--- src/rtl/eth_hdr_parse.sv ---
// eth_hdr_parse: reads a 14-byte Ethernet header from the RX buffer and extracts MACs, EtherType and flags
module eth_hdr_parse #(
   parameter logic ACCEPT_BCAST = 1'b1
) (
   input  logic        i_clk,
   input  logic        i_rst,
   input  logic [7:0]  i_mac0,
   input  logic [7:0]  i_mac1,
   input  logic [7:0]  i_mac2,
   input  logic [7:0]  i_mac3,
   input  logic [7:0]  i_mac4,
   input  logic [7:0]  i_mac5,
   input  logic        i_start,
   output logic [3:0]  o_rd_addr,
   output logic        o_rd_en,
   input  logic [7:0]  i_rd_data,
   output logic [47:0] o_dst_mac,
   output logic [47:0] o_src_mac,
   output logic [15:0] o_ethertype,
   output logic        o_is_bcast,
   output logic        o_match,
   output logic        o_is_ip,
   output logic        o_busy,
   output logic        o_done
);
   localparam logic [2:0] S_IDLE  = 3'd0;
   localparam logic [2:0] S_READ  = 3'd1;
   localparam logic [2:0] S_DRAIN = 3'd2;
   localparam logic [2:0] S_CHECK = 3'd3;
   localparam logic [2:0] S_DONE  = 3'd4;

   logic [2:0]   r_state;
   logic         r_start_d;
   logic [3:0]   r_rd_cnt;
   logic         r_cap_vld;
   logic [3:0]   r_cap_off;
   logic [111:0] r_hdr;
   logic [47:0]  r_dst_mac;
   logic [47:0]  r_src_mac;
   logic [15:0]  r_ethertype;
   logic         r_is_bcast;
   logic         r_match;
   logic         r_is_ip;

   logic         w_trig;
   logic [47:0]  w_dst;
   logic [47:0]  w_src;
   logic [15:0]  w_type;
   logic [47:0]  w_local;
   logic         w_bcast;
   logic         w_match;
   logic         w_ip;

   assign w_trig      = (r_state == S_IDLE) & i_start & ~r_start_d;
   assign w_dst       = r_hdr[111:64];
   assign w_src       = r_hdr[63:16];
   assign w_type      = r_hdr[15:0];
   assign w_local     = {i_mac0, i_mac1, i_mac2, i_mac3, i_mac4, i_mac5};
   assign w_bcast     = (w_dst == 48'hFFFF_FFFF_FFFF);
   assign w_match     = (w_dst == w_local) | (w_bcast & ACCEPT_BCAST);
   assign w_ip        = (w_type == 16'h0800);

   assign o_rd_en     = (r_state == S_READ);
   assign o_rd_addr   = r_rd_cnt;
   assign o_busy      = (r_state == S_READ) | (r_state == S_DRAIN) | (r_state == S_CHECK) | (r_state == S_DONE);
   assign o_done      = (r_state == S_DONE);
   assign o_dst_mac   = r_dst_mac;
   assign o_src_mac   = r_src_mac;
   assign o_ethertype = r_ethertype;
   assign o_is_bcast  = r_is_bcast;
   assign o_match     = r_match;
   assign o_is_ip     = r_is_ip;

   // Delayed start level for rising-edge detection, tracked in every state
   always_ff @(posedge i_clk or posedge i_rst) begin
      if (i_rst) r_start_d <= 1'b0;
      else       r_start_d <= i_start;
   end

   // Parse sequencer; the read counter keeps its last address outside READ
   always_ff @(posedge i_clk or posedge i_rst) begin
      if (i_rst) begin
         r_state  <= S_IDLE;
         r_rd_cnt <= 4'd0;
      end else begin
         case (r_state)
            S_IDLE: begin
               if (w_trig) begin
                  r_state  <= S_READ;
                  r_rd_cnt <= 4'd0;
               end
            end
            S_READ: begin
               if (r_rd_cnt == 4'd13) r_state  <= S_DRAIN;
               else                   r_rd_cnt <= r_rd_cnt + 4'd1;
            end
            S_DRAIN: r_state <= S_CHECK;
            S_CHECK: r_state <= S_DONE;
            S_DONE:  r_state <= S_IDLE;
            default: r_state <= S_IDLE;
         endcase
      end
   end

   // Buffer data trails the address by one cycle, so remember which byte is in flight
   always_ff @(posedge i_clk or posedge i_rst) begin
      if (i_rst) begin
         r_cap_vld <= 1'b0;
         r_cap_off <= 4'd0;
         r_hdr     <= '0;
      end else begin
         r_cap_vld <= (r_state == S_READ);
         r_cap_off <= 4'd13 - r_rd_cnt;
         if (r_cap_vld) r_hdr[{r_cap_off, 3'b000} +: 8] <= i_rd_data;
      end
   end

   // Results change only on entry to DONE, so a partial header is never visible
   always_ff @(posedge i_clk or posedge i_rst) begin
      if (i_rst) begin
         r_dst_mac   <= '0;
         r_src_mac   <= '0;
         r_ethertype <= '0;
         r_is_bcast  <= 1'b0;
         r_match     <= 1'b0;
         r_is_ip     <= 1'b0;
      end else if (r_state == S_CHECK) begin
         r_dst_mac   <= w_dst;
         r_src_mac   <= w_src;
         r_ethertype <= w_type;
         r_is_bcast  <= w_bcast;
         r_match     <= w_match;
         r_is_ip     <= w_ip;
      end
   end
endmodule

--- config.mk ---
export PLATFORM = sky130hd
export DESIGN_NAME = eth_hdr_parse
export DESIGN_NICKNAME = d
export VERILOG_FILES = /design/src/rtl/eth_hdr_parse.sv
export SDC_FILE = /design/constraint.sdc
export NUM_CORES = 1
export LEC_CHECK = 0
export ABC_AREA = 1
export CORE_ASPECT_RATIO = 0.7
export CORE_UTILIZATION = 40
export CTS_BUF_LIST = sky130_fd_sc_hd__clkbuf_4
export CTS_CLUSTER_DIAMETER = 150
export DETAILED_ROUTE_END_ITERATION = 10
export GPL_TIMING_DRIVEN = 0
export HOLD_SLACK_MARGIN = 0.06
export SLEW_MARGIN = 20
export SYNTH_ARGS = -nofsm -noshare
export SYNTH_HDL_FRONTEND = slang
export SYNTH_SLANG_ARGS = --single-unit
export TNS_END_PERCENT = 1
--- constraint.sdc ---
create_clock -name i_clk -period 11.65 [get_ports i_clk]
set_clock_uncertainty 0.1 [all_clocks]
set_input_delay 2.33 -clock i_clk [delete_from_list [all_inputs] [get_ports i_clk]]
set_output_delay 2.33 -clock i_clk [all_outputs]
set_load 0.005 [all_outputs]
======== Yosys cells after proc, flatten, opt, wreduce, memory -nomap -nowiden ========
Index checks and enable logic that the tools add are counted.
Widths: inputs -> output; s select.
storage, ports and cells
  logic and storage cells ................. 46
  memories ................................ 0
  output and inout port bits .............. 122
  bits of input ports ..................... 59
  latch bits .............................. 0
  register bits after elaboration ......... 240
  ROM bits ................................ 0
  RAM bits ................................ 0
operators by class
  bitwise gates (word level) .............. 7
  shift operators ......................... 2
  div/mod/pow operators ................... 0
  mux-type cells .......................... 7
  reduce and logical (&&, ||, !) cells .... 4
  magnitude comparators ................... 0
  equal/unequal tests ..................... 11
  add/sub/neg operators ................... 3
  multiply operators ...................... 0
operators by type and width
  cell                     number
  $bwmux 112               1
  $shift 8x9->112 const A  1
  $shiftx 8x9->112         1
  $eq 48x48->1             1
  $eq 48x48->1 const B     1
  $eq 16x12->1 const B     1
  $pmux 3 s4               1
  $neg 7->9                1
  $mux 4                   2
  $pmux 4 s2               1
  $eq 3x2->1 const B       2
  $mux 3                   2
  $add 4x1->4 const B      1
  $eq 4x4->1 const B       1
  $ne 2x2->1 const B       2
  $or 1x1->1               4
  $sub 4x4->4 const A      1
  $eq 3x1->1 const B       1
  $eq 3x3->1 const B       1
  $logic_not 3->1          1
  $reduce_and 3->1         1
  $and 1x1->1              2
  $ne 2x1->1 const B       1
  $reduce_and 2->1         1
  2 further kinds          2

======== Longest topological paths before layout ========
Gate-level depths: netlist (run 1).
  word-level depth ........................ 5
  mapped depth ............................ 13
  mapped depth without buffers ............ 10

======== Worst setup path before layout (run 1) ========
OpenSTA, ideal clock, no wires.
  path kind ............................... register -> output
  start point ............................. register r_state[0]
  end point ............................... output port o_busy
  data arrival time ....................... 1.224 ns
  slack ................................... 7.996 ns
  required time ........................... 9.220 ns
  cell stages (with the launch flop) ...... 5
  path buffers ............................ 2
  cell sequence ........................... dfrtp_1 -> nand3_1 -> buf_2 -> buf_1 -> nand3b_1
on the way
  longest elaborated chain between the ends .. 4
  elaborated cells between the ends (all ways) .. 7
RTL lines
  what                                             RTL line  text
  from (decl)                                      32        logic [2:0] r_state;
  from (signal assigned)                           83        r_state <= S_IDLE;
  from (signal assigned)                           89        r_state <= S_READ;
  from (signal assigned)                           94        if (r_rd_cnt == 4'd13) r_state <= S_DRAIN;
  $eq 3x1->1 / $eq 3x2->1 (equally long branches)  65        assign o_busy = (r_state == S_READ) | (r_state == S_DRAIN) | (r_state == S_CHECK) | (r_state == S_DONE);
  $or 1x1->1 (2 in series)                         65
  $or 1x1->1 (*)                                   65
  to (decl)                                        23        output logic o_busy,
Every way passes the cells marked *; elsewhere a longest branch is shown, timed or not.

======== Worst setup path after layout (run 1) ========
  start point ............................. register r_state[2]
  end point ............................... output port o_busy
The elaborated chain is that of the path after synthesis.

==> results of run 1 <==
## cell usage after synthesis (all sizes together)
library cell,n
o31ai,2
xnor2,8
xor2,8
clkinv,2
a21oi,7
ha,7
nand2,440
o22ai,2
nand4,6
clkbuf,13
nor3,26
nor2,63
inv,156
buf,28
or2,1
nand3,19
nor4,1
nand3b,1
o21ai,189
dfrtp,240
## flip-flops by register name (all words and copies together) (netlist names), 3 cells and up
register and flops:
o_dst_mac 48, o_ethertype 16, o_rd_addr 4, o_src_mac 48, r_cap_off 4, r_hdr 112
r_state 3
## worst max-delay path: stages (launching register included)
cell and delay, ns:
dfrtp_1 0.41, inv_1 0.12, nand3_1 0.52, buf_2 0.46, buf_1 0.29, nand3b_1 0.16, clkdlybuf4s50_1 0.50
## per-layer routing
layer / vias to the layer above / track usage / part of all wire
li1: 4307 / - / -
met1: 4345 / 0.391 / 0.49
met2: 339 / 0.357 / 0.41
met3: 53 / 0.0494 / 0.073
met4: 2 / 0.0731 / 0.019
met5: - / 0 / 0.00040
## cell families after synthesis
group / count (synthesis) / share of synthesized area
xor+xnor: 16 / 0.0152
compound gates: 200 / 0.0971
flops: 240 / 0.574
simple gates: 557 / 0.226
buf+inv: 199 / 0.0790
fa+ha+maj: 7 / 0.00837
## cell type report
| class | count | area (um^2) |
|---|---|---|
| Clock inverter | 17 | 65.1 |
| Inverter | 158 | 611 |
| Sequential cell | 240 | 6010 |
| Antenna cell | 1 | 2.50 |
| Buffer | 41 | 224 |
| Timing Repair Buffer | 182 | 1860 |
| Tap cell | 331 | 414 |
| Fill cell | 2438 | 12300 |
| Clock buffer | 78 | 586 |
| Multi-Input combinational cell | 780 | 3630 |
## power by group
part,switching (uW),internal (uW)
Clock,329,307
Sequential,259,1220
Combinational,786,638
## worst paths after layout
path / end / start / slack (ns)
setup / recovery: o_busy / r_state[2] / 6.10
hold / removal: o_src_mac[1] / r_hdr[17] / 0.36
setup reg to reg: r_hdr[15] / r_cap_off[0] / 8.65
hold reg to reg: o_src_mac[1] / r_hdr[17] / 0.36
max in group asynchronous: o_dst_mac[15] / i_rst / 8.53
min in group asynchronous: o_src_mac[43] / i_rst / 2.06
## through the flow
stage	worst slack [ns]	cell area, um^2	hold slack [ns]
4_1_cts	5.99	13400	0.372
2_1_floorplan	2.63	10500	0.342
5_1_grt	5.85	13400	0.385
3_5_place_dp	6.72	12700	0.367
6_report	6.10	13400	0.359
3_3_place_gp	-0.565	12700	0.363
## placed cells by master, fill, tap and decap left out, types with 8 or more instances in the layout
cell type          n
xor2_1             8
clkbuf_1          13
clkdlybuf4s50_1  180
clkbuf_4          78
nor2_4             9
nor2_1            52
nand3_1           17
buf_2             14
o21ai_0          183
inv_1            151
nor3_1            24
nand2_1          430
clkinv_1          16
dfrtp_1          240
==> metrics, run 1 <==
Placed Cells incl. Taps 1732; sequential fraction of the synthesis area 0.574; Placer Congestion 0.922; Finished Core Util 0.521; Arr. time, crit path 3.12 ns; clk root buf clkbuf_4; Starting Density 0.407; pwr/cell area 264 nW/um^2; HPWL Detailed 24200 um; synth-to-layout area growth 28.0%; GR Overflow Total 0; syn nets 1285; Core Area 25700 um^2; final wirelength around 33000 um; clk_lat worst skew around 0.68 ns; clk buf depth 3; critical path endpoint category output port; cells after synthesis roughly 1200; # rows 49; Ports 181; Leakage 0.00655 uW; Nets about 1500; clock sinks 240; vias in the first global route 8653; dominant cell type by area after synthesis dfrtp_1; HP Class register to register; Hold Path Depth 2; top cells by area, synth dfrtp_1 (57%), nand2_1 (15%), o21ai_0 (8.8%); first-pass GRT wire length 50800 um; routed len/inst 18.0 um; power after layout between 3000 and 4000 uW; die height 137 um; Die W roughly 200 um; DRT Pass-1 Iters 5; syn avg cell area between 8 and 9 um^2; minimum clock period 5.55 ns; period utilisation layout 0.476; largest net degree at the start of global routing 97; IO buf count 180; WS Path Type register to output port; hold buffers post-CTS 0; Synth Register Bits 240; layout cells sized above 1 0.0936; die area 26800 um^2; Synth Cell Area 10500 um^2; Vias around 9000; DRT antenna net count 0; Remaining DRCs 0; status completed; Max-slew headroom 0.308; CTS tree done; Setup Total Neg Slack 0 ns; CP startpoint kind register; CTS H-Tree Depth 2; maxcap violations 0; Worst-path clk slew 0.08 ns; Num CTS Buffers 58; post_cts resized 0; maximum VDD drop 0.124 mV; initial DRC count 672; Worst EP required between 9 and 10 ns; vias per inst ~4.9; Synth top area share 0.574; post-route insts no fill about 1800; count of final hold-check violations 0; # setup viols final 0; worst slew pin tran 1.03 ns; post-CTS setup buffer count 0; fmax roughly 0.18 GHz; Synth cell types 37; Yosys Warn Count 0; max-slew violation count 0; RSZ-0062 raised after global routing false; R2R cell count 8; Tot GR Track Use 0.254; antenna violations before repair 2; worst-path fanout max 10
Power figures use the tool's default switching activity.
==> run 2: changes to the inputs <==
--- a/config.mk
+++ b/config.mk
@@ -13,6 +13,7 @@
 export DETAILED_ROUTE_END_ITERATION = 10
 export GPL_TIMING_DRIVEN = 0
 export HOLD_SLACK_MARGIN = 0.06
+export PLACE_DENSITY = 0.66
 export SLEW_MARGIN = 20
 export SYNTH_ARGS = -nofsm -noshare
 export SYNTH_HDL_FRONTEND = slang
==> constraint.sdc (replaced) <==
create_clock -name i_clk -period 4.9 [get_ports i_clk]
set_clock_uncertainty 0.1 [all_clocks]
set_input_delay 0.98 -clock i_clk [delete_from_list [all_inputs] [get_ports i_clk]]
set_output_delay 0.98 -clock i_clk [all_outputs]
set_load 0.005 [all_outputs]
==> run 2 against run 1 <==
Against the previous run: sequential power increased by 140%; count of clock-buffer cells in the layout increased by 3; total power up 140%; sequential share of layout area decreased by 0.53 points; hold slack improved by 0.020 ns; largest power group unchanged; die area is the same; flip-flop and latch count stayed put.
==> metrics, run 2 (synthesis gave the netlist of run 1 again) <==
status completed; CTS H-Tree Depth 2 (unchanged); # rows 49 (unchanged); Worst EP required 3.82 ns (-5.40 ns); Die W 195 um (unchanged); HP Class register to register; worst slew pin tran 0.802 ns (-0.229 ns); CP startpoint kind register; Tot GR Track Use 0.256 (+0.00290); Arr. time, crit path 3.20 ns (+0.08 ns); Starting Density 0.407 (unchanged); maxcap violations 0 (unchanged); count of final hold-check violations 0 (unchanged); hold buffers post-CTS 0 (unchanged); Hold Path Depth 2 (unchanged); DRT Pass-1 Iters 5 (unchanged); DRT antenna net count 0 (unchanged); critical path endpoint category output port; GR Overflow Total 0 (unchanged); Setup Total Neg Slack 0 ns (unchanged); HPWL Detailed 24800 um (+2.4%); CTS tree done; WS Path Type register to output port; placed cell area 12800 um^2 (+0.80%); post_cts resized 0 (unchanged); R2R cell count 8 (unchanged); Remaining DRCs 0 (unchanged); routed len/inst 18.1 um (+0.49%); most common cell after layout, fill and taps aside nand2_1; largest net degree at the start of global routing 34 (-65%); fmax 0.234 GHz; layout cells sized above 1 0.104 (+0.0107); Placer Congestion 0.923 (about the same); initial DRC count 707 (+5.2%); Max-slew headroom 0.461 (+0.154); commonest non-fill, non-tap cells in the layout nand2_1 (430), dfrtp_1 (240), o21ai_0 (183); RSZ-0062 raised after global routing false; vias in the first global route 9047 (+4.6%); fin area 13600 um^2 (+1.2%); Worst-path clk slew 0.07 ns (about the same); die area 26800 um^2 (unchanged); pwr/cell area 632 nW/um^2 (+140%); clk_lat worst skew 0.73 ns (+0.05 ns); Nets 1533 (+0.39%); antenna violations before repair 1 (-1); Placed Cells incl. Taps 1738 (+0.35%); Vias 9121 (+0.83%); maximum VDD drop 0.313 mV (+150%); Num CTS Buffers 58 (unchanged); Largest register FFs 112 (unchanged); WHS 0.380 ns (+0.0204 ns); synth-to-layout area growth 29.5%; IO buf count 180 (unchanged); die height 137 um (unchanged); final wirelength 33200 um (+0.99%); Most flops, register r_hdr; Ports 181 (unchanged); post-CTS setup buffer count 0 (unchanged); minimum clock period roughly 4.3 ns; # setup viols final 0 (unchanged); clk buf depth 3 (unchanged); first-pass GRT wire length 51500 um (+1.4%); period utilisation layout 0.873; vias per inst 4.97 (+0.34%); Core Area 25700 um^2 (unchanged); clk root buf clkbuf_4; worst-path fanout max 10 (unchanged); max-slew violation count 0 (unchanged); Leakage 0.00664 uW (+1.3%); post-route insts no fill 1837 (+0.49%); clock sinks 240 (unchanged)
[run 2: cell types whose count changed in the layout (fill, tap and decap cells not counted), sizes merged]
| cell | change |
|---|---|
| buf | +6 |
| bufinv | +1 |
| clkbuf | +3 |
| clkinvlp | +1 |
| inv | -2 |
[run 2: metal layers]
| layer | global-route usage | vias up | routed length, um |
|---|---|---|---|
| li1 | - | 4311 | - |
| met1 | 0.374 | 4366 | 15700 |
| met2 | 0.377 | 397 | 13900 |
| met3 | 0.0661 | 47 | 3170 |
| met4 | 0.0691 | 0 | 498 |
| met5 | 0 | - | 0 |
[run 2: worst max-delay path: stages (launching register included)]
cell	delay (ns)
dfrtp_1	0.41
inv_1	0.12
nand3_1	0.55
buf_2	0.46
buf_1	0.29
nand3b_1	0.16
clkdlybuf4s50_1	0.50
[run 2: path summary, 6_finish.rpt]
| check | endpoint | slack [ns] | start |
|---|---|---|---|
| max | o_busy | 0.62 | r_state[2] |
| min | o_src_mac[0] | 0.38 | r_hdr[16] |
| max reg2reg | r_hdr[8] | 2.02 | r_cap_off[0] |
| min reg2reg | o_src_mac[0] | 0.38 | r_hdr[16] |
| max in group asynchronous | o_dst_mac[11] | 3.12 | i_rst |
| min in group asynchronous | o_src_mac[43] | 0.44 | i_rst |
[run 2: stage by stage]
step	total power [uW]	setup slack, ns	utilization
6_report	8560	0.624	0.528
5_1_grt	9220	0.427	0.528
4_1_cts	8610	0.560	0.528
3_5_place_dp	6930	1.34	0.500
3_3_place_gp	6840	-1.19	0.494
2_1_floorplan	5130	0.672	-
[run 2: power breakdown]
part           switching (uW)  internal (uW)
sequential                625           2890
combinational            1880           1530
clock                     821            814
total                    3330           5240
[run 2: area by class of cell]
| cell class | instances | area (um^2) |
|---|---|---|
| Fill cell | 2468 | 12100 |
| Timing Repair Buffer | 188 | 1960 |
| Clock inverter | 17 | 101 |
| Buffer | 41 | 224 |
| Multi-Input combinational cell | 780 | 3630 |
| Sequential cell | 240 | 6010 |
| Tap cell | 331 | 414 |
| Antenna cell | 1 | 2.50 |
| Clock buffer | 81 | 608 |
| Inverter | 158 | 607 |
==> run 3: changes to the inputs <==
--- a/config.mk
+++ b/config.mk
@@ -7,13 +7,13 @@
 export LEC_CHECK = 0
 export ABC_AREA = 1
 export CORE_ASPECT_RATIO = 0.7
-export CORE_UTILIZATION = 40
+export CORE_MARGIN = 4
+export CORE_UTILIZATION = 38
 export CTS_BUF_LIST = sky130_fd_sc_hd__clkbuf_4
 export CTS_CLUSTER_DIAMETER = 150
 export DETAILED_ROUTE_END_ITERATION = 10
 export GPL_TIMING_DRIVEN = 0
 export HOLD_SLACK_MARGIN = 0.06
-export PLACE_DENSITY = 0.66
 export SLEW_MARGIN = 20
 export SYNTH_ARGS = -nofsm -noshare
 export SYNTH_HDL_FRONTEND = slang
==> run 3 against run 2 <==
Against the previous run: combinational power hardly changed; count of clock-buffer cells in the layout is 10 higher; routed wire length is 0.39% higher; sequential power hardly changed; total power is 0.12% lower; via count is 1.9% lower; utilization is 2.0 points lower.
==> metrics, run 3 (synthesis gave the netlist of run 1 again) <==
post_cts resized 0 (unchanged); fmax 0.230 GHz (-1.9%); # setup viols final 0 (unchanged); R2R cell count 8 (unchanged); clk_lat worst skew 0.67 ns (-0.06 ns); DRT antenna net count 0 (unchanged); Net Sw Frac 0.385 (-0.00363); Psw 3290 uW (-1.1%); Vias 8944 (-1.9%); worst slew pin tran 0.854 ns (+0.0521 ns); CTS H-Tree Depth 2 (unchanged); P_int 5260 uW (+0.47%); worst-path fanout max 10 (unchanged); CP startpoint kind register; vias in the first global route 8972 (-0.83%); Tot GR Track Use 0.220 (-0.0362); Num CTS Buffers 58 (unchanged); largest net degree at the start of global routing 33 (-2.9%); Most flops, register r_hdr; Worst-path clk slew 0.08 ns (about the same); Placer Congestion 0.907 (-1.7%); HP Class register to register; pwr/cell area 627 nW/um^2 (-0.83%); GR Overflow Total 0 (unchanged); min-delay src r_hdr[39]; Largest register FFs 112 (unchanged); post-CTS setup buffer count 0 (unchanged); Place WS 1.20 ns (-0.141 ns); clk buf depth 3 (unchanged); commonest non-fill, non-tap cells in the layout nand2_1 (430), dfrtp_1 (240), o21ai_0 (183); power after layout 8550 uW (-0.12%); worst reg2reg startpoint r_cap_off[0]; period utilisation layout 0.889 (+0.0165); die area 30300 um^2 (+13%); R2R Path End r_hdr[8]; fin area 13700 um^2 (+0.71%); WHS 0.374 ns (-0.00556 ns); Starting Density 0.389 (-0.0184); layout cells sized above 1 0.107 (+0.00311); DRT Pass-1 Iters 5 (unchanged); first-pass GRT wire length 51500 um (about the same); die height 147 um (+6.9%); crit path from r_state[2]; count of final hold-check violations 0 (unchanged); Die W 206 um (+5.6%); clk root buf clkbuf_4; WS Path Type register to output port; final wirelength 33300 um (+0.39%); status completed; Hold Path Depth 2 (unchanged); Core Area 26900 um^2 (+4.7%); Clk network pwr share 0.191 (about the same); Remaining DRCs 0 (unchanged); IO buf count 180 (unchanged); CTS tree done; combinational share of power 0.400 (+0.002); RSZ-0062 raised after global routing false; routed len/inst 17.8 um (-1.5%); Max-slew headroom 0.429 (-0.0322); critical path endpoint category output port; HPWL Detailed 25300 um (+2.2%); Worst EP required 3.82 ns (about the same); Ports 181 (unchanged); flop-to-flop setup slack 2.09 ns (+0.07 ns); number of fill cells 2537 (+2.8%); clock sinks 240 (unchanged); Leakage 0.00667 uW (+0.43%); antenna violations before repair 1 (unchanged); maxcap violations 0 (unchanged); max-slew violation count 0 (unchanged); initial DRC count 693 (-2.0%); synth-to-layout area growth 30.5%; placed cell area 12900 um^2 (+0.65%); Nets 1534 (+0.065%); maximum VDD drop 0.263 mV (-16%); vias per inst 4.78 (-3.8%); most common cell after layout, fill and taps aside nand2_1; end point of the worst hold path o_src_mac[23]; sequential power share 0.409 (-0.002); hold buffers post-CTS 0 (unchanged); Arr. time, crit path 3.28 ns (+0.08 ns); setup slack after layout 0.543 ns (-0.0807 ns); minimum clock period 4.36 ns (+0.0808 ns); # rows 50 (+2.0%)
-- run 3: area by class of cell --
cell class                      count  area (um^2)  share of cell area
Tap cell                          364          455              0.0334
Sequential cell                   240         6010               0.440
Antenna cell                        1         2.50            0.000183
Inverter                          158          607              0.0445
Clock buffer                       91          683              0.0500
Clock inverter                      9         38.8             0.00284
Multi-Input combinational cell    780         3630               0.266
Timing Repair Buffer              189         2000               0.147
Buffer                             41          224              0.0164
-- run 3: worst max-delay path, stage by stage (launching register included) --
cell and delay [ns]:
dfrtp_1 0.42, inv_1 0.12, nand3_1 0.63, buf_2 0.49, buf_1 0.28, nand3b_1 0.16, clkdlybuf4s50_1 0.50
-- run 3: power by group through the flow --
stage	clock, uW	combinational (uW)	sequential [uW]
after floorplan	0	1720	3410
after global placement	0	3350	3520
after detailed placement	0	3430	3520
after CTS	1680	3460	3490
after global routing	1800	3830	3610
final	1630	3420	3500
-- run 3: metal layers --
metal | share of wire | GRT usage | up-vias
met5 | 0.00039 | 0 | -
met4 | 0.015 | 0.0502 | 2
met3 | 0.083 | 0.0602 | 47
met2 | 0.42 | 0.312 | 319
met1 | 0.49 | 0.336 | 4252
li1 | - | - | 4324
-- run 3: how the worst max path moves through the flow --
stage | slack [ns] | cells past startpoint | to
CTS | 0.42 | 6 | o_busy
finish | 0.54 | 6 | o_busy
global placement | -1.22 | 2 | o_dst_mac[18]
global route | 0.30 | 6 | o_busy
detailed placement | 1.20 | 6 | o_busy
floorplan | 0.67 | 1 | o_dst_mac[0]
-- run 3: stage by stage --
stage | utilization | std cells | TNS [ns]
after floorplan | - | 1219 | 0
final | 0.507 | 1873 | 0
after global placement | 0.473 | 1763 | -286.93
after detailed placement | 0.481 | 1772 | 0
after global routing | 0.507 | 1872 | 0
after CTS | 0.507 | 1872 | 0
